File: config.mk
export PLATFORM = sky130hd
export DESIGN_NAME = energy_ctrl_multi_flat
export DESIGN_NICKNAME = d
export VERILOG_FILES = /design/src/rtl/energy_ctrl_pkg.sv /design/src/rtl/energy_ctrl_multi_if.sv /design/src/rtl/energy_beat_counter.sv /design/src/rtl/energy_ctrl_multi.sv /design/src/flat_wrapper.sv
export SDC_FILE = /design/constraint.sdc
export NUM_CORES = 1
export LEC_CHECK = 0
export CORE_UTILIZATION = 44
export DETAILED_ROUTE_END_ITERATION = 8
export PLACE_DENSITY_LB_ADDON = 0.25
export SYNTH_ARGS = -nofsm -noshare
export SYNTH_HDL_FRONTEND = slang
export SYNTH_SLANG_ARGS = --single-unit
File: constraint.sdc
create_clock -name clk_i -period 2.2 [get_ports clk_i]
set_input_delay 0.66 -clock clk_i [delete_from_list [all_inputs] [get_ports clk_i]]
set_output_delay 0.66 -clock clk_i [all_outputs]
set_load 0.005 [all_outputs]
File: src/rtl/energy_ctrl_pkg.sv
// energy_ctrl_pkg: shared types and width helper for the energy monitor controller
package energy_ctrl_pkg;
    typedef enum logic [1:0] {IDLE, LOAD, DRAIN, OUTPUT} state_t;
    typedef enum logic {SINGLE = 1'b0, B2B = 1'b1} mode_t;
    function automatic int width_of(input int n);
        return (n > 1) ? $clog2(n) : 1;
    endfunction
endpackage

File: src/rtl/energy_ctrl_multi_if.sv
// energy_ctrl_multi_if: host stream and datapath signals of the energy controller
interface energy_ctrl_multi_if
    import energy_ctrl_pkg::*;
#(
    parameter int NUM_CH = 4,
    parameter int CNT_W  = 10
);
    localparam int CH_W = width_of(NUM_CH);
    logic             en_i;
    logic             config_valid_i;
    logic             config_ready_o;
    logic [CNT_W-1:0] config_beats_i;
    logic             config_mode_i;
    logic             spin_valid_i;
    logic             spin_ready_o;
    logic [CH_W-1:0]  spin_ch_i;
    logic             weight_valid_i;
    logic             weight_ready_o;
    logic             cmpt_done_i;
    logic             energy_valid_o;
    logic             energy_ready_i;
    logic [CH_W-1:0]  energy_ch_o;
    logic             busy_o;
    logic [CNT_W-1:0] beat_cnt_o;
    logic             debug_en_i;
    logic             debug_step_i;
    modport slave (
        input  en_i, config_valid_i, config_beats_i, config_mode_i, spin_valid_i, spin_ch_i,
               weight_valid_i, cmpt_done_i, energy_ready_i, debug_en_i, debug_step_i,
        output config_ready_o, spin_ready_o, weight_ready_o, energy_valid_o, energy_ch_o,
               busy_o, beat_cnt_o
    );
    modport master (
        output en_i, config_valid_i, config_beats_i, config_mode_i, spin_valid_i, spin_ch_i,
               weight_valid_i, cmpt_done_i, energy_ready_i, debug_en_i, debug_step_i,
        input  config_ready_o, spin_ready_o, weight_ready_o, energy_valid_o, energy_ch_o,
               busy_o, beat_cnt_o
    );
endinterface

File: src/rtl/energy_beat_counter.sv
// energy_beat_counter: weight-beat up-counter with last-beat detect; a programmed count of 0 means 2^CNT_W
module energy_beat_counter #(
    parameter int CNT_W = 10
) (
    input  logic             clk_i,
    input  logic             rst_i,
    input  logic             clr_i,
    input  logic             inc_i,
    input  logic [CNT_W-1:0] beats_i,
    output logic [CNT_W-1:0] cnt_o,
    output logic             last_o
);
    assign last_o = cnt_o == beats_i - CNT_W'(1);
    always_ff @(posedge clk_i or posedge rst_i) begin
        if (rst_i) cnt_o <= '0;
        else if (clr_i) cnt_o <= '0;
        else if (inc_i) cnt_o <= cnt_o + CNT_W'(1);
    end
endmodule

File: src/rtl/energy_ctrl_multi.sv
// energy_ctrl_multi: job controller for the energy datapath with beat counting,
// pipeline drain, channel tagging, back-to-back mode and single-step debug
module energy_ctrl_multi
    import energy_ctrl_pkg::*;
#(
    parameter int NUM_CH        = 4,
    parameter int CNT_W         = 10,
    parameter int PIPESMID      = 1,
    parameter int NUM_BEATS_DEF = 256
) (
    input logic                clk_i,
    input logic                rst_i,
    energy_ctrl_multi_if.slave bus
);
    localparam int CH_W = width_of(NUM_CH);
    localparam int DR_W = width_of(PIPESMID + 1);
    state_t           state, state_n;
    mode_t            mode_reg;
    logic [CNT_W-1:0] beats_reg;
    logic [CH_W-1:0]  tag, energy_ch;
    logic [DR_W-1:0]  drain;
    logic             energy_valid, last, act, dbg;
    logic             cfg_hs, spin_hs, w_hs, energy_hs;
    assign act = bus.en_i && !rst_i;
    assign dbg = bus.debug_en_i;
    assign bus.config_ready_o = act && !dbg && state == IDLE;
    assign bus.spin_ready_o   = act && !dbg && ((state == IDLE && !bus.config_valid_i) ||
                                (state == OUTPUT && mode_reg == B2B && bus.energy_ready_i));
    assign bus.weight_ready_o = act && state == LOAD && (!dbg || bus.debug_step_i);
    assign cfg_hs    = bus.config_valid_i && bus.config_ready_o;
    assign spin_hs   = bus.spin_valid_i && bus.spin_ready_o;
    assign w_hs      = bus.weight_valid_i && bus.weight_ready_o;
    assign energy_hs = act && energy_valid && bus.energy_ready_i;
    assign bus.energy_valid_o = energy_valid;
    assign bus.energy_ch_o    = energy_ch;
    assign bus.busy_o         = state != IDLE;
    energy_beat_counter #(.CNT_W(CNT_W)) u_cnt (
        .clk_i  (clk_i),
        .rst_i  (rst_i),
        .clr_i  (spin_hs),
        .inc_i  (w_hs),
        .beats_i(beats_reg),
        .cnt_o  (bus.beat_cnt_o),
        .last_o (last)
    );
    always_ff @(posedge clk_i or posedge rst_i) begin
        if (rst_i) state <= IDLE;
        else state <= state_n;
    end
    // A result consumed under debug leaves OUTPUT only once debug is released
    always_comb begin
        state_n = state;
        if (bus.en_i)
            case (state)
                IDLE:    state_n = spin_hs ? LOAD : IDLE;
                LOAD:    state_n = (w_hs && last) ? DRAIN : LOAD;
                DRAIN:   state_n = (!dbg && drain == '0 && bus.cmpt_done_i) ? OUTPUT : DRAIN;
                default: state_n = (!dbg && (energy_hs || !energy_valid)) ? (spin_hs ? LOAD : IDLE) : OUTPUT;
            endcase
    end
    always_ff @(posedge clk_i or posedge rst_i) begin
        if (rst_i) begin
            beats_reg    <= CNT_W'(NUM_BEATS_DEF);
            mode_reg     <= SINGLE;
            tag          <= '0;
            drain        <= '0;
            energy_valid <= 1'b0;
            energy_ch    <= '0;
        end else if (bus.en_i) begin
            if (cfg_hs) begin
                beats_reg <= bus.config_beats_i;
                mode_reg  <= mode_t'(bus.config_mode_i);
            end
            if (spin_hs) tag <= bus.spin_ch_i;
            if (w_hs && last) drain <= DR_W'(PIPESMID);
            else if (state == DRAIN && drain != '0 && !dbg) drain <= drain - DR_W'(1);
            if (state == DRAIN && state_n == OUTPUT) begin
                energy_valid <= 1'b1;
                energy_ch    <= tag;
            end else if (energy_hs) energy_valid <= 1'b0;
        end
    end
endmodule

File: src/flat_wrapper.sv
// flat-port wrapper written by rule: the top's interface ports become plain ports
module energy_ctrl_multi_flat import energy_ctrl_pkg::*;
#(
    parameter int NUM_CH        = 4,
    parameter int CNT_W         = 10,
    parameter int PIPESMID      = 1,
    parameter int NUM_BEATS_DEF = 256
)
  (clk_i, rst_i, bus_en_i, bus_config_valid_i, bus_config_beats_i, bus_config_mode_i, bus_spin_valid_i, bus_spin_ch_i, bus_weight_valid_i, bus_cmpt_done_i, bus_energy_ready_i, bus_debug_en_i, bus_debug_step_i, bus_config_ready_o, bus_spin_ready_o, bus_weight_ready_o, bus_energy_valid_o, bus_energy_ch_o, bus_busy_o, bus_beat_cnt_o);
  energy_ctrl_multi_if #(.NUM_CH(NUM_CH), .CNT_W(CNT_W)) bus_i ();
  input logic clk_i;
  input logic rst_i;
  input wire logic [$bits(bus_i.en_i)-1:0] bus_en_i;
  input wire logic [$bits(bus_i.config_valid_i)-1:0] bus_config_valid_i;
  input wire logic [$bits(bus_i.config_beats_i)-1:0] bus_config_beats_i;
  input wire logic [$bits(bus_i.config_mode_i)-1:0] bus_config_mode_i;
  input wire logic [$bits(bus_i.spin_valid_i)-1:0] bus_spin_valid_i;
  input wire logic [$bits(bus_i.spin_ch_i)-1:0] bus_spin_ch_i;
  input wire logic [$bits(bus_i.weight_valid_i)-1:0] bus_weight_valid_i;
  input wire logic [$bits(bus_i.cmpt_done_i)-1:0] bus_cmpt_done_i;
  input wire logic [$bits(bus_i.energy_ready_i)-1:0] bus_energy_ready_i;
  input wire logic [$bits(bus_i.debug_en_i)-1:0] bus_debug_en_i;
  input wire logic [$bits(bus_i.debug_step_i)-1:0] bus_debug_step_i;
  output wire logic [$bits(bus_i.config_ready_o)-1:0] bus_config_ready_o;
  output wire logic [$bits(bus_i.spin_ready_o)-1:0] bus_spin_ready_o;
  output wire logic [$bits(bus_i.weight_ready_o)-1:0] bus_weight_ready_o;
  output wire logic [$bits(bus_i.energy_valid_o)-1:0] bus_energy_valid_o;
  output wire logic [$bits(bus_i.energy_ch_o)-1:0] bus_energy_ch_o;
  output wire logic [$bits(bus_i.busy_o)-1:0] bus_busy_o;
  output wire logic [$bits(bus_i.beat_cnt_o)-1:0] bus_beat_cnt_o;
  assign bus_i.en_i = bus_en_i;
  assign bus_i.config_valid_i = bus_config_valid_i;
  assign bus_i.config_beats_i = bus_config_beats_i;
  assign bus_i.config_mode_i = bus_config_mode_i;
  assign bus_i.spin_valid_i = bus_spin_valid_i;
  assign bus_i.spin_ch_i = bus_spin_ch_i;
  assign bus_i.weight_valid_i = bus_weight_valid_i;
  assign bus_i.cmpt_done_i = bus_cmpt_done_i;
  assign bus_i.energy_ready_i = bus_energy_ready_i;
  assign bus_i.debug_en_i = bus_debug_en_i;
  assign bus_i.debug_step_i = bus_debug_step_i;
  assign bus_config_ready_o = bus_i.config_ready_o;
  assign bus_spin_ready_o = bus_i.spin_ready_o;
  assign bus_weight_ready_o = bus_i.weight_ready_o;
  assign bus_energy_valid_o = bus_i.energy_valid_o;
  assign bus_energy_ch_o = bus_i.energy_ch_o;
  assign bus_busy_o = bus_i.busy_o;
  assign bus_beat_cnt_o = bus_i.beat_cnt_o;
  energy_ctrl_multi #(.NUM_CH(NUM_CH), .CNT_W(CNT_W), .PIPESMID(PIPESMID), .NUM_BEATS_DEF(NUM_BEATS_DEF)) u_core (.clk_i(clk_i), .rst_i(rst_i), .bus(bus_i));
endmodule
==> results.txt, run 1 <==
Top delay family on crit path: buffers and inverters
Die Span X: 62.4 microns
List of cells traversed by the critical path: dlygate4sd2_1, nor4_4, o21bai_4, buf_2
Die H: 62.4 microns
Commonest register cell after synthesis: sky130_fd_sc_hd__dfrtp_1
Final net count: 244
# Max-Cap Violations: 0
# DRC: 0
Cell taking the most area after synthesis: sky130_fd_sc_hd__dfrtp_1
RSZ-0062 raised after global routing: true
Avg Cell Area, Syn: 10.2 sq um
Site Rows: 21
IO Port Bufs: 39
Critical-path maximum fanout: 2
Cell with the most instances after synthesis: sky130_fd_sc_hd__dfrtp_1
Post-synthesis register bit count: 29
Final critical path time including I/O delays and setup: 2.18 ns
Clock-pin slew on the worst setup and hold paths: 0.09 ns
H-Tree Level Count: 2
Cell area power density: 829 nW/um^2
Source of the critical timing path: bus_config_valid_i
Number of cells on the critical path: 4
Async set-or-reset flop fraction in the synthesized netlist: 100%
Final hold viol count: 0
Area growth from synthesis to layout: 47.7%
Clk Tree Root Cell: sky130_fd_sc_hd__clkbuf_4
Yosys top cell area share: 43.6%
Final HPWL from detailed placement: 2980 microns
Effective utilization at floorplan: 47.0%
Final number of setup-violating endpoints: 0
Global route total overflow: 0
Worst Reg-to-Reg Cells: 8
Worst Tran Pin Value: 0.372 ns
Critical path's slowest cell: sky130_fd_sc_hd__nor4_4
Deepest clock path buffer count: 2
Final wirelength: 4150 microns
Launching element type of the critical path: input pin
Largest net degree at the start of global routing: 30
Antenna violations before repair: 0
Routed WL per cell: 15.6 microns
Max-slew violation total from the final report: 0
Number of library cell types mapped by synthesis: 38
# clock sinks: 29
TritonCTS buffer count: 5
Sequential cell area fraction in the yosys report: 45.3%
Portion of total power attributed to combinational logic: 37.4%
R2R Setup Slk: 0.14 ns
Ys Warns: 0
Total number of vias: 1426
Max transition margin: 75.2%
Clock power share: 19.1%
Net switching power figure: 0.698 mW
Number of synthesized flops with an enable pin: 0
Endpoint class of the critical path: output port
Area of the core: 3420 sq um
Type of the tightest min-delay check: reg2reg
Run status: complete, no violations
Internal portion of total power: 1.27 mW
Smallest hold slack: 0.513 ns
CP max stage delay: 0.30 ns
Destination of the critical timing path: bus_spin_ready_o
Data arrival, critical path: 1.52 ns
Worst setup path category: in2out
Number of global-route vias before repair: 1474
Count of antenna diodes in the layout: 0
Combined area of all synthesized cells: 1610 sq um
Worst Hold Depth: 1
Required arrival time at the worst endpoint: 1.54 ns
Ratio of final minimum period to clock period: 99.0%
IR Drop Worst-Case VDD: 632 uV
FF-to-FF Start: u_core.beats_reg[0]
Biggest area contributors in the synthesized netlist: sky130_fd_sc_hd__dfrtp_1 44%, sky130_fd_sc_hd__mux2_2 9.1%, sky130_fd_sc_hd__xnor2_1 4.4%
Later-pin clock latency in the skew report: 0.33 ns
Initial DRC Count: 56
Antenna-violating nets left: 0
Fraction of layout cells with a size suffix above 1: 30.5%
Via/cell ratio: 5.36
Total GRT Usage: 23.2%
Hold path startpoint: u_core.tag[1]
Post-synth top cells: 28 x sky130_fd_sc_hd__dfrtp_1, 13 x sky130_fd_sc_hd__mux2_2, 11 x sky130_fd_sc_hd__nor2_1
Critical register-to-register path endpoint: u_core.state[0]
Crit path buffers/inverters: 2
Hold Buf Count CTS: 0
Static Leak: 1.03 nW
F_max: 459 MHz
Part of the power in registers: 43.6%
Clock tree from TritonCTS: built
Weighted congestion at the end of routability-driven global placement: 0.828
Global-route wire length before repair: 6970 microns
Cells after Synth: 158
Area enclosed by the die boundary: 3890 sq um
DRT Pass-1 Iters: 4
Number of top-level pins: 40
Nets in the synthesized netlist: 183
Worst Clk Skew: 0.0135 ns
Switching share of power: 35.5%
Utilization of the core after routing: 69.4%
## per-layer routing
metal | vias to the layer above | global-route usage, % | share of wire (%)
li1 | 687 | - | -
met1 | 698 | 29.8 | 44
met2 | 34 | 39.0 | 51
met3 | 7 | 5.11 | 4.3
met4 | 0 | 6.98 | 1.0
met5 | - | 0 | 0
## kinds of logic after synthesis
logic type / synth area share [%]
AOI/OAI and AO/OA: 10.1
DFF: 45.3
muxes: 10.4
buffers and inverters: 3.20
xor gates and xnor gates: 8.73
and+or+nand+nor: 20.7
adders and majority gates: 1.56
## layout make-up
class                      instances  area [sq um]
inverter                           7          30.0
timing repair buffer              60           539
fill                             267          1040
tap                               46          57.6
multi-input combinational        116           946
clock inverter                     1          5.00
sequential                        29           728
clock buffer                       7          65.1
## worst min path at each step
stage,slack (ns),to
2_1_floorplan,0.45,u_core.drain
3_3_place_gp,0.48,u_core.bus.energy_ch_o[0]
3_5_place_dp,0.50,u_core.tag[1]
4_1_cts,0.52,u_core.tag[1]
5_1_grt,0.56,u_core.tag[1]
6_report,0.51,u_core.tag[1]
## cells in the final DEF (no fill, tap or decap), drive strengths merged, types with 3 or more instances in the layout
cell type / synthesis / layout
a21oi: 6 / 6
and3: 4 / 4
buf: 2 / 25
clkbuf: 4 / 7
clkdlybuf4s50: 0 / 31
dfrtp: 28 / 28
inv: 7 / 6
mux2: 13 / 13
nand2: 8 / 8
nand2b: 3 / 3
nand3: 9 / 9
nand4: 4 / 4
nor2: 11 / 11
nor3: 6 / 6
nor4: 3 / 3
o21ai: 8 / 8
or3: 3 / 3
xnor2: 8 / 8
xor2: 8 / 8
## timing repair
item | in CTS | in global routing
resized for setup | 30 | 15
endpoints found under the hold margin | 0 | 0
pin swaps | 3 | 5
setup endpoints to repair | 13 | 8
setup buffers | 1 | 4
## power groups by stage
stage / Combinational (mW) / Clock [mW] / Sequential, mW
6_report: 0.734 / 0.375 / 0.857
5_1_grt: 0.813 / 0.406 / 0.887
4_1_cts: 0.677 / 0.375 / 0.842
3_5_place_dp: 0.650 / 0 / 0.847
3_3_place_gp: 0.621 / 0 / 0.837
2_1_floorplan: 0.424 / 0 / 0.785
## through the flow
| step | area, sq um | TNS (ns) | cells | worst slack, ns | total power [mW] |
|---|---|---|---|---|---|
| after floorplan | 1610 | 0 | 158 | 0.00900 | 1.21 |
| after global placement | 2160 | -9.73 | 253 | -0.638 | 1.46 |
| after detailed placement | 2160 | -10.79 | 253 | -0.664 | 1.50 |
| after CTS | 2290 | 0 | 262 | 0.0192 | 1.89 |
| after global routing | 2370 | -0.0682 | 266 | -0.0474 | 2.11 |
| final | 2370 | 0 | 266 | 0.0228 | 1.97 |
(Power assumes the default switching activity.)
==> run 2: changes to the inputs <==
--- a/config.mk
+++ b/config.mk
@@ -5,9 +5,10 @@
 export SDC_FILE = /design/constraint.sdc
 export NUM_CORES = 1
 export LEC_CHECK = 0
+export CORE_MARGIN = 2
 export CORE_UTILIZATION = 44
 export DETAILED_ROUTE_END_ITERATION = 8
-export PLACE_DENSITY_LB_ADDON = 0.25
+export PLACE_DENSITY = 0.76
 export SYNTH_ARGS = -nofsm -noshare
 export SYNTH_HDL_FRONTEND = slang
 export SYNTH_SLANG_ARGS = --single-unit
==> results.txt, run 2 (same netlist as run 1, synthesis figures left out) <==
Ratio of final minimum period to clock period: 105%
DRT Pass-1 Iters: 4
Total placed cells including tap cells: 257
Final number of setup-violating endpoints: 1
Final standard cell count with taps included and fillers excluded: 275
Net switching power figure: 0.693 mW
Portion of total power attributed to combinational logic: 40.0%
Violations in the final reports: negative setup slack
R2R Setup Slk: 0.02 ns
RSZ-0062 raised after global routing: true
Top delay family on crit path: simple AND/OR/NAND/NOR gates
Clock tree from TritonCTS: built
Final design area excluding fillers: 2430 sq um
CP max stage delay: 0.40 ns
Global route total overflow: 0
Total GRT Usage: 21.4%
Required arrival time at the worst endpoint: 1.54 ns
Part of the power in registers: 43.7%
Cell area power density: 791 nW/um^2
Most common cell after layout, fill and taps aside: sky130_fd_sc_hd__clkdlybuf4s50_1
IO Port Bufs: 39
Worst setup path category: reg2out
# DRC: 0
Data arrival, critical path: 1.64 ns
Largest net degree at the start of global routing: 30
Launching element type of the critical path: flip-flop
Critical path's slowest cell: sky130_fd_sc_hd__dfrtp_1
Area enclosed by the die boundary: 4150 sq um
FF-to-FF Start: u_core.state[1]
# clock sinks: 29
Clk Tree Root Cell: sky130_fd_sc_hd__clkbuf_4
Clock-pin slew on the worst setup and hold paths: 0.09 ns
Endpoint class of the critical path: output port
Area of the core: 3420 sq um
Critical-path maximum fanout: 2
Type of the tightest min-delay check: reg2reg
Initial DRC Count: 62
Deepest clock path buffer count: 2
Source of the critical timing path: u_core.state[0]
Max-slew violation total from the final report: 0
Worst Tran Pin Value: 0.382 ns
DP Area: 2190 sq um
Count of antenna diodes in the layout: 0
TritonCTS buffer count: 5
Via/cell ratio: 5.30
Worst setup slack before clock tree synthesis: -0.773 ns
Final net count: 253
Destination of the critical timing path: bus_spin_ready_o
Area of the multi-input gates: 960 sq um
Worst Clk Skew: 0.0106 ns
Routed WL per cell: 16.0 microns
Total number of vias: 1458
H-Tree Level Count: 2
Area growth from synthesis to layout: 51.3%
Switching share of power: 36.1%
Static Leak: 1.07 nW
# Max-Cap Violations: 0
Worst Reg-to-Reg Cells: 8
Worst Hold Depth: 1
Die H: 64.4 microns
Number of top-level pins: 40
Fillers: 260
Number of global-route vias before repair: 1507
List of cells traversed by the critical path: or2_4, nor4_4, buf_4, o21bai_4, buf_2
Final worst setup slack: -0.101 ns
Antenna-violating nets left: 0
Effective utilization at floorplan: 47.0%
Weighted congestion at the end of routability-driven global placement: 0.951
Fraction of layout cells with a size suffix above 1: 33.2%
Global-route wire length before repair: 6690 microns
Number of cells on the critical path: 5
Antenna violations before repair: 0
Max transition margin: 74.5%
Internal portion of total power: 1.23 mW
F_max: 435 MHz
Site Rows: 21
Run status: finished, violations left
Clock power share: 16.3%
Critical register-to-register path endpoint: u_core.drain
Final hold viol count: 0
Final HPWL from detailed placement: 2950 microns
Crit path buffers/inverters: 2
Setup Total Neg Slack: -0.101 ns
IR Drop Worst-Case VDD: 473 uV
Die Span X: 64.4 microns
Later-pin clock latency in the skew report: 0.33 ns
Final wirelength: 4400 microns
Final critical path time including I/O delays and setup: 2.30 ns
Sequential standard cell area: 728 sq um
Commonest cells after routing, fill and taps aside: 30 x sky130_fd_sc_hd__clkdlybuf4s50_1, 28 x sky130_fd_sc_hd__buf_4, 27 x sky130_fd_sc_hd__dfrtp_1, 11 x sky130_fd_sc_hd__mux2_2, 11 x sky130_fd_sc_hd__nor2_1
-- run 2: final cells by class --
type / count / area share, %
inverters: 7 / 1.24
flip-flops and latches: 29 / 30.0
well taps: 46 / 2.37
clock buffers: 8 / 2.01
repair buffers: 69 / 24.9
multi-input cells: 116 / 39.5
-- run 2: worst min path at each step --
stage / slack (ns) / endpoint / start
after floorplan: 0.45 / u_core.drain / u_core.drain
after global placement: 0.47 / u_core.drain / u_core.drain
after detailed placement: 0.47 / u_core.drain / u_core.drain
after CTS: 0.49 / u_core.drain / u_core.drain
after global routing: 0.51 / u_core.drain / u_core.drain
final: 0.49 / u_core.drain / u_core.drain
-- run 2: repair_timing --
item                                    in CTS  in global routing
pin swaps                                    6                  9
hold buffers                                 0                  0
buffers inserted                             9                  8
endpoints found under the setup margin      16                 10
resized for setup                           44                 13
-- run 2: metal layers --
metal	global-route usage (%)	up-vias	share of wire (%)
met5	0	-	0
met4	8.78	0	2.4
met3	7.04	9	5.6
met2	37.0	47	53
met1	24.3	700	39
li1	-	702	-
-- run 2: power groups by stage --
stage          sequential [mW]  combinational (mW)  clock (mW)
3_3_place_gp             0.830               0.639           0
4_1_cts                  0.832               0.699       0.323
6_report                 0.840               0.769       0.313
5_1_grt                  0.854               0.838       0.348
2_1_floorplan            0.785               0.424           0
3_5_place_dp             0.841               0.664           0
-- run 2: worst register-to-register path, delay by kind of cell, from the launching register on --
family	cells	cell delay, ns
AO/OA/AOI/OAI	3	0.83
buffers and inverters	2	0.31
flip-flops	1	0.40
AND/OR/NAND/NOR	3	0.59
-- run 2: per-stage QoR --
stage               hold slack [ns]  util (%)  total power, mW
global placement              0.471      64.2             1.47
finish                        0.493      71.1             1.92
CTS                           0.495      68.9             1.85
floorplan                     0.451         -             1.21
detailed placement            0.473      64.2             1.51
global route                  0.511      71.1             2.04
==> run 3: changes to the inputs <==
--- a/config.mk
+++ b/config.mk
@@ -5,10 +5,12 @@
 export SDC_FILE = /design/constraint.sdc
 export NUM_CORES = 1
 export LEC_CHECK = 0
+export CELL_PAD_IN_SITES_DETAIL_PLACEMENT = 0
+export CELL_PAD_IN_SITES_GLOBAL_PLACEMENT = 1
 export CORE_MARGIN = 2
-export CORE_UTILIZATION = 44
+export CORE_UTILIZATION = 33
 export DETAILED_ROUTE_END_ITERATION = 8
-export PLACE_DENSITY = 0.76
+export PLACE_DENSITY_LB_ADDON = 0.1
 export SYNTH_ARGS = -nofsm -noshare
 export SYNTH_HDL_FRONTEND = slang
 export SYNTH_SLANG_ARGS = --single-unit
==> results.txt, run 3 (same netlist as run 1, synthesis figures left out) <==
Run status: complete, no violations
Deepest clock path buffer count: 2
Site Rows: 25
Die H: 73.7 microns
Setup Total Neg Slack: 0 ns
Total number of vias: 1390
Worst setup slack before clock tree synthesis: -0.693 ns
Global-route wire length before repair: 6660 microns
Max-slew violation total from the final report: 0
Final wirelength: 4230 microns
Max transition margin: 75.1%
Critical path's slowest cell: sky130_fd_sc_hd__clkdlybuf4s50_1
Via/cell ratio: 4.98
Most common cell after layout, fill and taps aside: sky130_fd_sc_hd__clkdlybuf4s50_1
Area growth from synthesis to layout: 50.5%
Hold Buf Count CTS: 0
H-Tree Level Count: 2
Commonest cells after routing, fill and taps aside: 29 x sky130_fd_sc_hd__clkdlybuf4s50_1, 28 x sky130_fd_sc_hd__dfrtp_1, 22 x sky130_fd_sc_hd__buf_4, 13 x sky130_fd_sc_hd__mux2_2, 11 x sky130_fd_sc_hd__nor2_1
Hold path startpoint: u_core.drain
Static Leak: 1.08 nW
Critical-path maximum fanout: 2
Final hold viol count: 0
Effective utilization at floorplan: 34.2%
RSZ-0062 raised after global routing: true
Top delay family on crit path: buffers and inverters
FF-to-FF Start: u_core.state[1]
Worst Clk Skew: 0.00464 ns
Number of top-level pins: 40
Clock tree from TritonCTS: built
Global route total overflow: 0
Worst setup path category: in2out
Crit path buffers/inverters: 2
Initial DRC Count: 74
Final net count: 249
Worst Hold Depth: 1
Endpoint class of the critical path: output port
# DRC: 0
Final HPWL from detailed placement: 3060 microns
Source of the critical timing path: bus_energy_ready_i
Area of the core: 4690 sq um
Number of global-route vias before repair: 1366
Ratio of final minimum period to clock period: 99.3%
Required arrival time at the worst endpoint: 1.54 ns
Worst Reg-to-Reg Cells: 8
# clock sinks: 29
Antenna violations before repair: 0
Critical register-to-register path endpoint: u_core.drain
Cell area power density: 852 nW/um^2
Launching element type of the critical path: input pin
Worst Tran Pin Value: 0.368 ns
Fraction of layout cells with a size suffix above 1: 30.2%
Count of antenna diodes in the layout: 0
IO Port Bufs: 39
F_max: 458 MHz
Total placed cells including tap cells: 265
Later-pin clock latency in the skew report: 0.28 ns
Clk Tree Root Cell: sky130_fd_sc_hd__clkbuf_8
Area enclosed by the die boundary: 5440 sq um
Type of the tightest min-delay check: reg2reg
# Max-Cap Violations: 0
DRT Pass-1 Iters: 4
CP max stage delay: 0.48 ns
Antenna-violating nets left: 0
Final critical path time including I/O delays and setup: 2.18 ns
Largest net degree at the start of global routing: 30
Final worst setup slack: 0.0152 ns
IR Drop Worst-Case VDD: 585 uV
Total power consumption of the routed design: 2.06 mW
TritonCTS buffer count: 5
Weighted congestion at the end of routability-driven global placement: 0.781
Final standard cell count with taps included and fillers excluded: 279
List of cells traversed by the critical path: clkdlybuf4s50_1, nand3_2, o21bai_4, buf_2
Hold Path End: u_core.drain
Data arrival, critical path: 1.52 ns
Clock-pin slew on the worst setup and hold paths: 0.06 ns
Die Span X: 73.7 microns
R2R Setup Slk: 0.08 ns
Total GRT Usage: 16.4%
Final number of setup-violating endpoints: 0
Fillers: 432
Routed WL per cell: 15.2 microns
-- run 3: changes by cell type in the layout (fill, tap and decap cells not counted), moves of 2 or more --
cell	previous run	this run
sky130_fd_sc_hd__clkbuf_8	0	7
sky130_fd_sc_hd__buf_4	28	22
sky130_fd_sc_hd__clkbuf_4	5	0
sky130_fd_sc_hd__clkbuf_1	3	0
sky130_fd_sc_hd__a21oi_1	4	6
sky130_fd_sc_hd__a21oi_2	2	0
sky130_fd_sc_hd__buf_2	6	4
sky130_fd_sc_hd__clkbuf_2	0	2
sky130_fd_sc_hd__mux2_2	11	13
sky130_fd_sc_hd__mux2_4	2	0
-- run 3: how the worst max path moves through the flow --
stage / end / cells past startpoint
finish: bus_spin_ready_o / 4
CTS: bus_spin_ready_o / 4
floorplan: u_core.state[0] / 6
global route: bus_spin_ready_o / 4
global placement: bus_spin_ready_o / 5
detailed placement: bus_config_ready_o / 4
-- run 3: power breakdown --
part	internal [mW]	leakage (nW)	switching (mW)
Combinational	0.417	0.645	0.313
Clock	0.282	0.0542	0.206
Sequential	0.667	0.378	0.171
-- run 3: final cells by class --
cell class                      instances  area, sq um  share of cell area [%]
Multi-Input combinational cell        116          907                    37.5
Tap cell                               54         67.6                    2.80
Inverter                                7         30.0                    1.24
Sequential cell                        29          727                    30.1
Clock buffer                            7         96.3                    3.99
Clock inverter                          1         5.00                   0.207
Timing Repair Buffer                   65          583                    24.1
-- run 3: timing repair --
item                       in CTS  in global routing
hold endpoints to repair        0                  0
resized for setup              29                 15
setup endpoints to repair      24                 12
setup buffers                   3                  3
pin swaps                       4                  7
-- run 3: layer usage --
metal / up-vias / track usage (%) / wire [microns]
met3: 5 / 3.70 / 114
met4: 0 / 6.06 / 52
met1: 667 / 23.0 / 2110
li1: 697 / - / -
met2: 21 / 24.6 / 1950
met5: - / 0 / 0
-- run 3: stage by stage --
step                      cell area [sq um]  hold slack, ns  util (%)
final                                  2420           0.493      51.5
after global routing                   2420           0.514      51.5
after CTS                              2370           0.494      50.5
after detailed placement               2200           0.479      47.0
after global placement                 2200           0.479      47.0
after floorplan                        1610           0.451         -
